File: src/rtl/wb_led_arbiter.sv
// ---------------------------------------------------------------------------
// wb_led_arbiter
//
// Wishbone slave that owns the 8 LED pins and shares them between firmware
// (LED_CPU register) and a button-driven pattern engine. A mode register
// selects fixed CPU ownership, fixed button ownership, or automatic hand-over
// where a debounced button press takes the LEDs for HOLD cycles.
//
// Optional feature macro: WB_LED_ARB_IRQ_EN (adds the irq port and the
// STATUS[16] pending bit; without it STATUS[16] reads 0).
//
// Ports
//   wb_clk_i, wb_rst_n_i   clock, asynchronous active-low reset
//   wbs_cyc_i/stb_i/we_i   Wishbone control
//   wbs_adr_i, wbs_dat_i   byte address, write data
//   wbs_ack_o, wbs_dat_o   acknowledge, read data
//   buttons[2:0]           raw asynchronous buttons
//   leds[7:0]              LED drive
//   leds_oeb[7:0]          output enable, active low
//   irq                    button-event interrupt (WB_LED_ARB_IRQ_EN only)
//
// Register map (word offsets, byte offset bits [1:0] must be 0)
//   0x0 CTRL    [1:0] mode: 0 CPU, 1 BTN, 2 AUTO, 3 CPU
//   0x4 LED_CPU [7:0]
//   0x8 STATUS  [0] owner, [3:1] debounced buttons, [15:8] leds, [16] pending
//   0xC HOLD    [15:0] AUTO hold length in cycles
//
// Arbiter FSM
//   state   | meaning
//   CPU_OWN | leds driven from LED_CPU
//   BTN_OWN | leds driven from pattern register
// ---------------------------------------------------------------------------
module wb_led_arbiter #(
    parameter logic [31:0] BASE_ADDR       = 32'h3000_0000,
    parameter int          DEBOUNCE_CYCLES = 16
) (
    input  logic        wb_clk_i,
    input  logic        wb_rst_n_i,
    input  logic        wbs_cyc_i,
    input  logic        wbs_stb_i,
    input  logic        wbs_we_i,
    input  logic [31:0] wbs_adr_i,
    input  logic [31:0] wbs_dat_i,
    output logic        wbs_ack_o,
    output logic [31:0] wbs_dat_o,
    input  logic [2:0]  buttons,
    output logic [7:0]  leds,
    output logic [7:0]  leds_oeb
`ifdef WB_LED_ARB_IRQ_EN
    ,
    output logic        irq
`endif
);

    typedef enum logic {
        CPU_OWN = 1'b0,
        BTN_OWN = 1'b1
    } state_t;

    localparam logic [15:0] DB_LAST = 16'(DEBOUNCE_CYCLES - 1);

    logic [1:0]  r_ctrl;
    logic [7:0]  r_led_cpu;
    logic [15:0] r_hold;
    logic [7:0]  r_pat;
    state_t      r_state;
    logic [15:0] r_hold_cnt;
    logic [7:0]  r_leds;
    logic [7:0]  r_oeb;
    logic        r_ack;
    logic [31:0] r_dat;
    logic [2:0]  r_sync1;
    logic [2:0]  r_sync2;
    logic [2:0]  r_db;
    logic [2:0]  r_db_d;
    logic [15:0] r_db_cnt [3];

    logic        w_hit;
    logic        w_acc;
    logic        w_wr;
    logic        w_reg_ok;
    logic [1:0]  w_off;
    logic        w_ctrl_wr;
    logic        w_pend_clr;
    logic        w_pend;
    logic [2:0]  w_rise;
    logic        w_any_rise;
    logic [31:0] w_rdata;
    logic        w_unused;

    // ------------------------------------------------------------------
    // Wishbone decode
    // ------------------------------------------------------------------
    assign w_hit      = (wbs_adr_i[31:4] == BASE_ADDR[31:4]);
    assign w_acc      = wbs_cyc_i & wbs_stb_i & ~r_ack & w_hit;
    assign w_wr       = w_acc & wbs_we_i;
    // Non-word-aligned offsets are treated as unmapped: acked, read 0.
    assign w_reg_ok   = (wbs_adr_i[1:0] == 2'b00);
    assign w_off      = wbs_adr_i[3:2];
    assign w_ctrl_wr  = w_wr & w_reg_ok & (w_off == 2'd0);
    assign w_pend_clr = w_wr & w_reg_ok & (w_off == 2'd2) & wbs_dat_i[16];

    assign w_rise     = r_db & ~r_db_d;
    assign w_any_rise = |w_rise;

    assign w_unused   = &{1'b0, wbs_dat_i};

    always_comb begin
        w_rdata = 32'h0;
        if (w_reg_ok) begin
            case (w_off)
                2'd0: w_rdata = {30'h0, r_ctrl};
                2'd1: w_rdata = {24'h0, r_led_cpu};
                2'd2: w_rdata = {15'h0, w_pend, r_leds, 4'h0, r_db, r_state == BTN_OWN};
                default: w_rdata = {16'h0, r_hold};
            endcase
        end
    end

    always_ff @(posedge wb_clk_i or negedge wb_rst_n_i) begin
        if (!wb_rst_n_i) begin
            r_ack     <= 1'b0;
            r_dat     <= 32'h0;
            r_ctrl    <= 2'd0;
            r_led_cpu <= 8'h00;
            r_hold    <= 16'h0;
        end else begin
            r_ack <= w_acc;
            r_dat <= w_acc ? w_rdata : 32'h0;
            if (w_wr && w_reg_ok) begin
                case (w_off)
                    2'd0: r_ctrl    <= wbs_dat_i[1:0];
                    2'd1: r_led_cpu <= wbs_dat_i[7:0];
                    2'd3: r_hold    <= wbs_dat_i[15:0];
                    default: ;
                endcase
            end
        end
    end

    // ------------------------------------------------------------------
    // Button synchronizer and debounce
    // ------------------------------------------------------------------
    always_ff @(posedge wb_clk_i or negedge wb_rst_n_i) begin
        if (!wb_rst_n_i) begin
            r_sync1 <= 3'b000;
            r_sync2 <= 3'b000;
            r_db    <= 3'b000;
            r_db_d  <= 3'b000;
            for (int i = 0; i < 3; i++) begin
                r_db_cnt[i] <= 16'h0;
            end
        end else begin
            r_sync1 <= buttons;
            r_sync2 <= r_sync1;
            r_db_d  <= r_db;
            for (int i = 0; i < 3; i++) begin
                if (r_sync2[i] != r_db[i]) begin
                    if (r_db_cnt[i] == DB_LAST) begin
                        r_db[i]     <= r_sync2[i];
                        r_db_cnt[i] <= 16'h0;
                    end else begin
                        r_db_cnt[i] <= r_db_cnt[i] + 16'h1;
                    end
                end else begin
                    r_db_cnt[i] <= 16'h0;
                end
            end
        end
    end

    // ------------------------------------------------------------------
    // Pattern engine: btn2 clear > btn1 rotate > btn0 increment
    // ------------------------------------------------------------------
    always_ff @(posedge wb_clk_i or negedge wb_rst_n_i) begin
        if (!wb_rst_n_i) begin
            r_pat <= 8'h00;
        end else if (w_rise[2]) begin
            r_pat <= 8'h00;
        end else if (w_rise[1]) begin
            r_pat <= {r_pat[6:0], r_pat[7]};
        end else if (w_rise[0]) begin
            r_pat <= r_pat + 8'h01;
        end
    end

    // ------------------------------------------------------------------
    // Arbiter FSM. A CTRL write parks the FSM in CPU_OWN for one cycle so
    // every mode change starts from a known owner with the timer cleared.
    // ------------------------------------------------------------------
    always_ff @(posedge wb_clk_i or negedge wb_rst_n_i) begin
        if (!wb_rst_n_i) begin
            r_state    <= CPU_OWN;
            r_hold_cnt <= 16'h0;
        end else if (w_ctrl_wr) begin
            r_state    <= CPU_OWN;
            r_hold_cnt <= 16'h0;
        end else begin
            case (r_ctrl)
                2'd1: begin
                    r_state    <= BTN_OWN;
                    r_hold_cnt <= 16'h0;
                end
                2'd2: begin
                    case (r_state)
                        CPU_OWN: begin
                            if (w_any_rise && (r_hold != 16'h0)) begin
                                r_state    <= BTN_OWN;
                                r_hold_cnt <= r_hold;
                            end
                        end
                        default: begin
                            if (w_any_rise && (r_hold != 16'h0)) begin
                                r_hold_cnt <= r_hold;
                            end else if (w_any_rise || (r_hold_cnt <= 16'h1)) begin
                                // Terminal count (or HOLD cleared while owned).
                                r_state    <= CPU_OWN;
                                r_hold_cnt <= 16'h0;
                            end else begin
                                r_hold_cnt <= r_hold_cnt - 16'h1;
                            end
                        end
                    endcase
                end
                default: begin
                    r_state    <= CPU_OWN;
                    r_hold_cnt <= 16'h0;
                end
            endcase
        end
    end

    // ------------------------------------------------------------------
    // LED output stage
    // ------------------------------------------------------------------
    always_ff @(posedge wb_clk_i or negedge wb_rst_n_i) begin
        if (!wb_rst_n_i) begin
            r_leds <= 8'h00;
            r_oeb  <= 8'hFF;
        end else begin
            r_leds <= (r_state == BTN_OWN) ? r_pat : r_led_cpu;
            r_oeb  <= 8'h00;
        end
    end

    // ------------------------------------------------------------------
    // Interrupt pending bit; a same-cycle edge beats the clear.
    // ------------------------------------------------------------------
`ifdef WB_LED_ARB_IRQ_EN
    logic r_pend;

    always_ff @(posedge wb_clk_i or negedge wb_rst_n_i) begin
        if (!wb_rst_n_i) begin
            r_pend <= 1'b0;
        end else if (w_any_rise) begin
            r_pend <= 1'b1;
        end else if (w_pend_clr) begin
            r_pend <= 1'b0;
        end
    end

    assign w_pend = r_pend;
    assign irq    = r_pend;
`else
    assign w_pend = 1'b0;
`endif

    assign wbs_ack_o = r_ack;
    assign wbs_dat_o = r_dat;
    assign leds      = r_leds;
    assign leds_oeb  = r_oeb;

endmodule

File: config.mk
export PLATFORM = sky130hd
export DESIGN_NAME = wb_led_arbiter
export DESIGN_NICKNAME = d
export VERILOG_FILES = /design/src/rtl/wb_led_arbiter.sv
export SDC_FILE = /design/constraint.sdc
export NUM_CORES = 1
export LEC_CHECK = 0
export ABC_AREA = 1
export ABC_CLOCK_PERIOD_IN_PS = 1900
export CAP_MARGIN = 20
export CORE_MARGIN = 2
export CORE_UTILIZATION = 40
export DETAILED_ROUTE_END_ITERATION = 10
export PLACE_DENSITY = 0.7
export SLEW_MARGIN = 25
export SYNTH_ARGS = -nofsm -noshare
export SYNTH_HDL_FRONTEND = slang
export SYNTH_SLANG_ARGS = --single-unit
export TNS_END_PERCENT = 100
File: constraint.sdc
create_clock -name wb_clk_i -period 1.9 [get_ports wb_clk_i]
set_input_delay 0.38 -clock wb_clk_i [delete_from_list [all_inputs] [get_ports wb_clk_i]]
set_output_delay 0.38 -clock wb_clk_i [all_outputs]
set_load 0.01 [all_outputs]
# [Yosys cells after proc, flatten, opt, wreduce, memory -nomap -nowiden]
# Index checks and enable logic that the tools add are counted.
# Widths: inputs -> output; s select.
[classes] eq_ne=13 muxes=25 reduce_logical=14 bitwise_logic=9 n_addsub=5 n_lt_le_gt_ge=1
[op_table] cell="$mux 16" count=12
[op_table] cell="$mux 32" count=2
[op_table] cell="$add 16x1->16 const B" count=3
[op_table] cell="$eq 16x4->1 const B" count=3
[op_table] cell="$pmux 16 s3" count=1
[op_table] cell="$mux 8" count=4
[op_table] cell="$eq 28x26->1 const B" count=1
[op_table] cell="$le 16x1->1 const B" count=1
[op_table] cell="$reduce_bool 16->1" count=1
[op_table] cell="$sub 16x1->16 const B" count=1
[op_table] cell="$reduce_and 2->1" count=6
[op_table] cell="$add 8x1->8 const B" count=1
[op_table] cell="$and 1x1->1" count=6
[op_table] cell="$eq 2x2->1 const B" count=3
[op_table] cell="$mux 1" count=5
[op_table] cell="$eq 2x1->1 const B" count=2
[op_table] cell="$logic_not 2->1" count=2
[op_table] cell="$ne 4x4->1 const B" count=1
[op_table] cell="$and 3x3->3" count=1
[op_table] cell="$ne 1x1->1" count=3
[op_table] cell="$not 3->3" count=1
[op_table] cell="$reduce_bool 3->1" count=1
[op_table] cell="$reduce_or 3->1" count=1
[op_table] cell="$logic_and 1x1->1" count=2
[op_table] cell="3 further kinds" count=3
[word_totals] wordCells=86 register_bits=160 output_inout_bits=49 in_bits=72

# [Depth between registers and ports, before layout]
[logic_depth] ltp_word=9 mapped_depth=12

# [Worst setup path after synthesis]
# Ideal clock, no wire load.
[synth_timing] kind="register -> register" startpoint="register r_ack, in the netlist wbs_ack_o" endpoint="register r_hold[4]" n_path_buf=1 setup_ns=0.118 path_stages_with_launch=10 required_time_ns=1.782 slack_ns=0.257 t_arrival_ns=1.524 path_cell_list="dfrtp_1 nor2_1 nand3_1 nor2_1 nand2_1 nor3b_4 nand2_4 buf_6 nand2_2 o21ai_2"
[synth_between] elab_chain_len=6
[synth_rtl] element="start, declared" line="70" rtl="logic r_ack;"
[synth_rtl] element="start signal, assigned" line="128" rtl="r_ack <= w_acc;"
[synth_rtl] element="$not 1->1" line="95" rtl="assign w_acc = wbs_cyc_i & wbs_stb_i & ~r_ack & w_hit;"
[synth_rtl] element="$and 1x1->1 (2 in a row)" line="95"
[synth_rtl] element="$and 1x1->1" line="96" rtl="assign w_wr = w_acc & wbs_we_i;"
[synth_rtl] element="$logic_and 1x1->1" line="130" rtl="if (w_wr && w_reg_ok) begin"
[synth_rtl] element="$reduce_and 2->1 (no line)"
[synth_rtl] element="end signal, assigned" line="134" rtl="2'd3: r_hold <= wbs_dat_i[15:0];"
[synth_rtl] element="end, declared" line="64" rtl="logic [15:0] r_hold;"
# No other way between the ends.
# A chain may end at the register's enable or synchronous reset.

# [Worst setup path in the final report]
[layout_timing] startpoint="register r_leds[2], in the netlist leds[2]" endpoint="output leds[2]"
[layout_rtl] element="start, declared" line="68" rtl="logic [7:0] r_leds;"
[layout_rtl] element="start signal, assigned" line="241" rtl="r_leds <= (r_state == BTN_OWN) ? r_pat : r_led_cpu;"
[layout_rtl] element="end, declared" line="47" rtl="output logic [7:0] leds,"
# No word-level cell between the ends.

==> impl_metrics.csv <==
group,metric,value,unit
run_status,outcome,"finished, final reports clean",
clock_network,clock_latency,430,ps
synthesis,async_flop_share,100,%
pwr,power.density,751,nW/µm²
route,firstDrtPassIters,7,
global_route,antenna_found_initial,0,
synthesis,synth_cells,890,
setup_path,worst_r2r_endpoint,"r_hold_cnt[7]",
sta,rsz0062_at_grt,"no",
floorplan,core_area,17400,µm²
setup_path,critPathKind,"reg -> out",
finish,fillers,1606,
synthesis,yosys_warnings,0,
global_route,grt_use_total,18.9,%
route,drc,0,
finish,syn_to_final_growth,28.0,%
sta,skew,8.35,ps
pwr,finalPower,6830,µW
synthesis,synth_edf_count,0,
synthesis,synth_flop_cell,"dfrtp_1",
placed_design,dp_hpwl,12800,µm
synthesis,synth_area,7110,µm²
synthesis,synth_cell_type_count,42,
setup_path,crit_end,"leds[2]",
synthesis,synthTopCellsByArea,"dfrtp_1, nand2_1, nor2_1",
setup_path,startpoint,"leds[2]",
pwr,p_leak,0.00439,µW
floorplan,die_area,18800,µm²
sta,clock.fmax,564,MHz
sta,slew_viol_final,0,
finish,multi_input_area,3150,µm²
synthesis,ys_ff_latch,137,
pwr,power_frac_comb,5.6,%
setup_path,cpPeakStageDelay,580,ps
sta,setup-tns-final,0,ps
sta,finalHoldViolCount,0,
setup_path,r2r_setup_slack,160,ps
pwr,power.switching,1510,µW
finish,seq_area,3430,µm²
global_route,grt_pass1_vias,5672,
route,routedWlPerCell,13.6,µm
pwr,internal-power,5320,µW
setup_path,cp_cell_sequence,"clkdlybuf4s50_1",
clock_network,numCtsBuffers,17,
global_route,grt_max_degree,47,
synthesis,syn_avg_cell_area,7.99,µm²
setup_path,critPathBufInv,1,
finish,final_cell_mix,"nand2_1, dfrtp_1, nor2_1, inv_1, clkdlybuf4s50_1",
synthesis,synth_top_cell_by_area,"dfrtp_1",
global_route,grt_pass1_wl,27700,µm
placed_design,gp_congestion,0.915,
placed_design,portBuffers,88,
sta,setup_viol,0,
synthesis,synth_top_area_share,47.9,%
floorplan,die_w,137,µm
floorplan,rows,48,
setup_path,crit_path_start_kind,"flop",
setup_path,cp.required,1520,ps
setup_path,worstPathArrival,1390,ps
clock_network,cts_tree,"done",
route,drt_iter0_drc,467,
finish,drive_gt1_share,11.8,%
sta,fin_crit_sh,93.3,%
pwr,p_seq_share,43.3,%
synthesis,ys_seq_area_share,48.3,%
setup_path,end_kind,"primary output",
route,drt_wl_total,17100,µm
pwr,p_sw_share,22.0,%
finish,nets,1102,
pwr,power_frac_clock,51.1,%
floorplan,pin_count,121,
finish,final_common_cell,"nand2_1",
setup_path,r2r_cells,10,
setup_path,cp.depth,1,
sta,fin_crit,1770,ps
clock_network,clk_pin_slew,60,ps
setup_path,crit_fanout,2,
clock_network,htreeDepth,4,
clock_network,clock-sinks,137,
clock_network,clock-root-buffer,"clkbuf_16",
floorplan,die_h,137,µm
route,routed-via-count,6194,
setup_path,cpMaxStageDelayCell,"clkdlybuf4s50_1",
route,drt-vias-per-instance,4.92,
min_path,min_path_type,"reg -> reg",
global_route,grt_overflow,0,
sta,whs,347,ps
run,maxCapViolCount,0,
pwr,vdd_ir_drop_max,0.000722,V
floorplan,initial_core_util,40.9,%
clock_network,clk_path_buf_depth,2,
finish,antenna_cells,0,
setup_path,r2r_start,"r_hold_cnt[0]",
route,drtAntennaViolNets,0,
setup_path,path_delay_family,"buffers and inverters",
final cells by class:
type                            count  share of cell area (%)
Sequential cell                   137                    37.7
Multi-Input combinational cell    640                    34.6
Timing Repair Buffer              137                    14.1
Clock buffer                       18                    4.72
Inverter                           89                    3.67
Tap cell                          225                    3.09
Clock inverter                     13                    2.10
flip-flops by register name, summed over array words and instances, names as in the netlist, 3 cells and up:
| name | flops |
|---|---|
| r_led_cpu | 8 |
| r_db_cnt | 48 |
| r_db_d | 3 |
| r_pat | 8 |
| r_hold | 16 |
| r_hold_cnt | 16 |
| r_sync2 | 3 |
| r_sync1 | 3 |
| leds | 8 |
| r_db | 3 |
| wbs_dat_o | 16 |
per-layer routing:
metal,global-route usage [%],vias up,share of wire [%]
li1,-,3100,-
met1,26.1,2916,47
met2,29.1,155,46
met3,5.08,23,5.6
met4,5.56,0,1.6
met5,0,-,0
Yosys cell counts (all sizes together) (2+ instances only):
master and n:
nand2 216, nor2 139, dfrtp 136, inv 88, nand3 61, o21ai 61, a21oi 33, buf 30
nor3 26, xor2 20, a211oi 10, clkbuf 10, ha 8, nor3b 8, xnor2 8, nor4 7
nand4 5, o22ai 5, or2 4, a31oi 2, and2 2
power groups by stage:
| stage | logic, µW | clock network, µW | registers [µW] |
|---|---|---|---|
| 3_3_place_gp | 387 | 0 | 3010 |
| 3_5_place_dp | 391 | 0 | 3010 |
| 6_report | 382 | 3490 | 2960 |
| 4_1_cts | 388 | 3550 | 2960 |
| 5_1_grt | 432 | 3680 | 2960 |
| 2_1_floorplan | 159 | 0 | 3010 |
repair_timing:
item / CTS / global route
hold buffers: 1 / 0
hold endpoints to repair: 42 / 0
setup endpoints to repair: 8 / 8
cloned: 0 / 0
buffers inserted: 0 / 0
gates resized for setup: 8 / 7
cells by family (layout without fill, tap and decap cells):
family,after synthesis,in the layout,share of synthesized area (%)
muxes,1,1,0.158
adders and majority gates,8,8,1.41
DFF,137,137,48.3
xor gates and xnor gates,28,28,3.45
and+or+nand+nor,471,471,28.5
other,1,17,0.0528
buffers and inverters,129,257,8.56
AOI/OAI and AO/OA,115,115,9.60
worst register-to-register path: cells and delay by family (launching register included):
family                   cells  cell delay, ps
adder cells (fa/ha/maj)      1             240
flip-flops                   1             400
buffers and inverters        2             270
AND/OR/NAND/NOR              5             400
AO/OA/AOI/OAI                2             380
worst min path at each step:
| stage | startpoint | endpoint | cells after the start |
|---|---|---|---|
| after floorplan | wb_rst_n_i | leds[0] | 0 |
| after global placement | r_sync1[2] | r_sync2[2] | 0 |
| after detailed placement | r_sync1[2] | r_sync2[2] | 0 |
| after CTS | r_sync1[2] | r_sync2[2] | 0 |
| after global routing | r_sync1[2] | r_sync2[2] | 0 |
| final | r_sync1[2] | r_sync2[2] | 0 |
metrics by stage:
step | setup slack, ps | util, % | instance area [µm²] | instances
after floorplan | 257 | - | 7170 | 906
after global placement | -258 | 48.7 | 8450 | 1227
after detailed placement | -255 | 48.7 | 8450 | 1227
after CTS | 100 | 52.3 | 9070 | 1259
after global routing | 5.73 | 52.4 | 9100 | 1259
final | 128 | 52.4 | 9100 | 1259
Note: power is estimated with default switching activity, not from simulation.
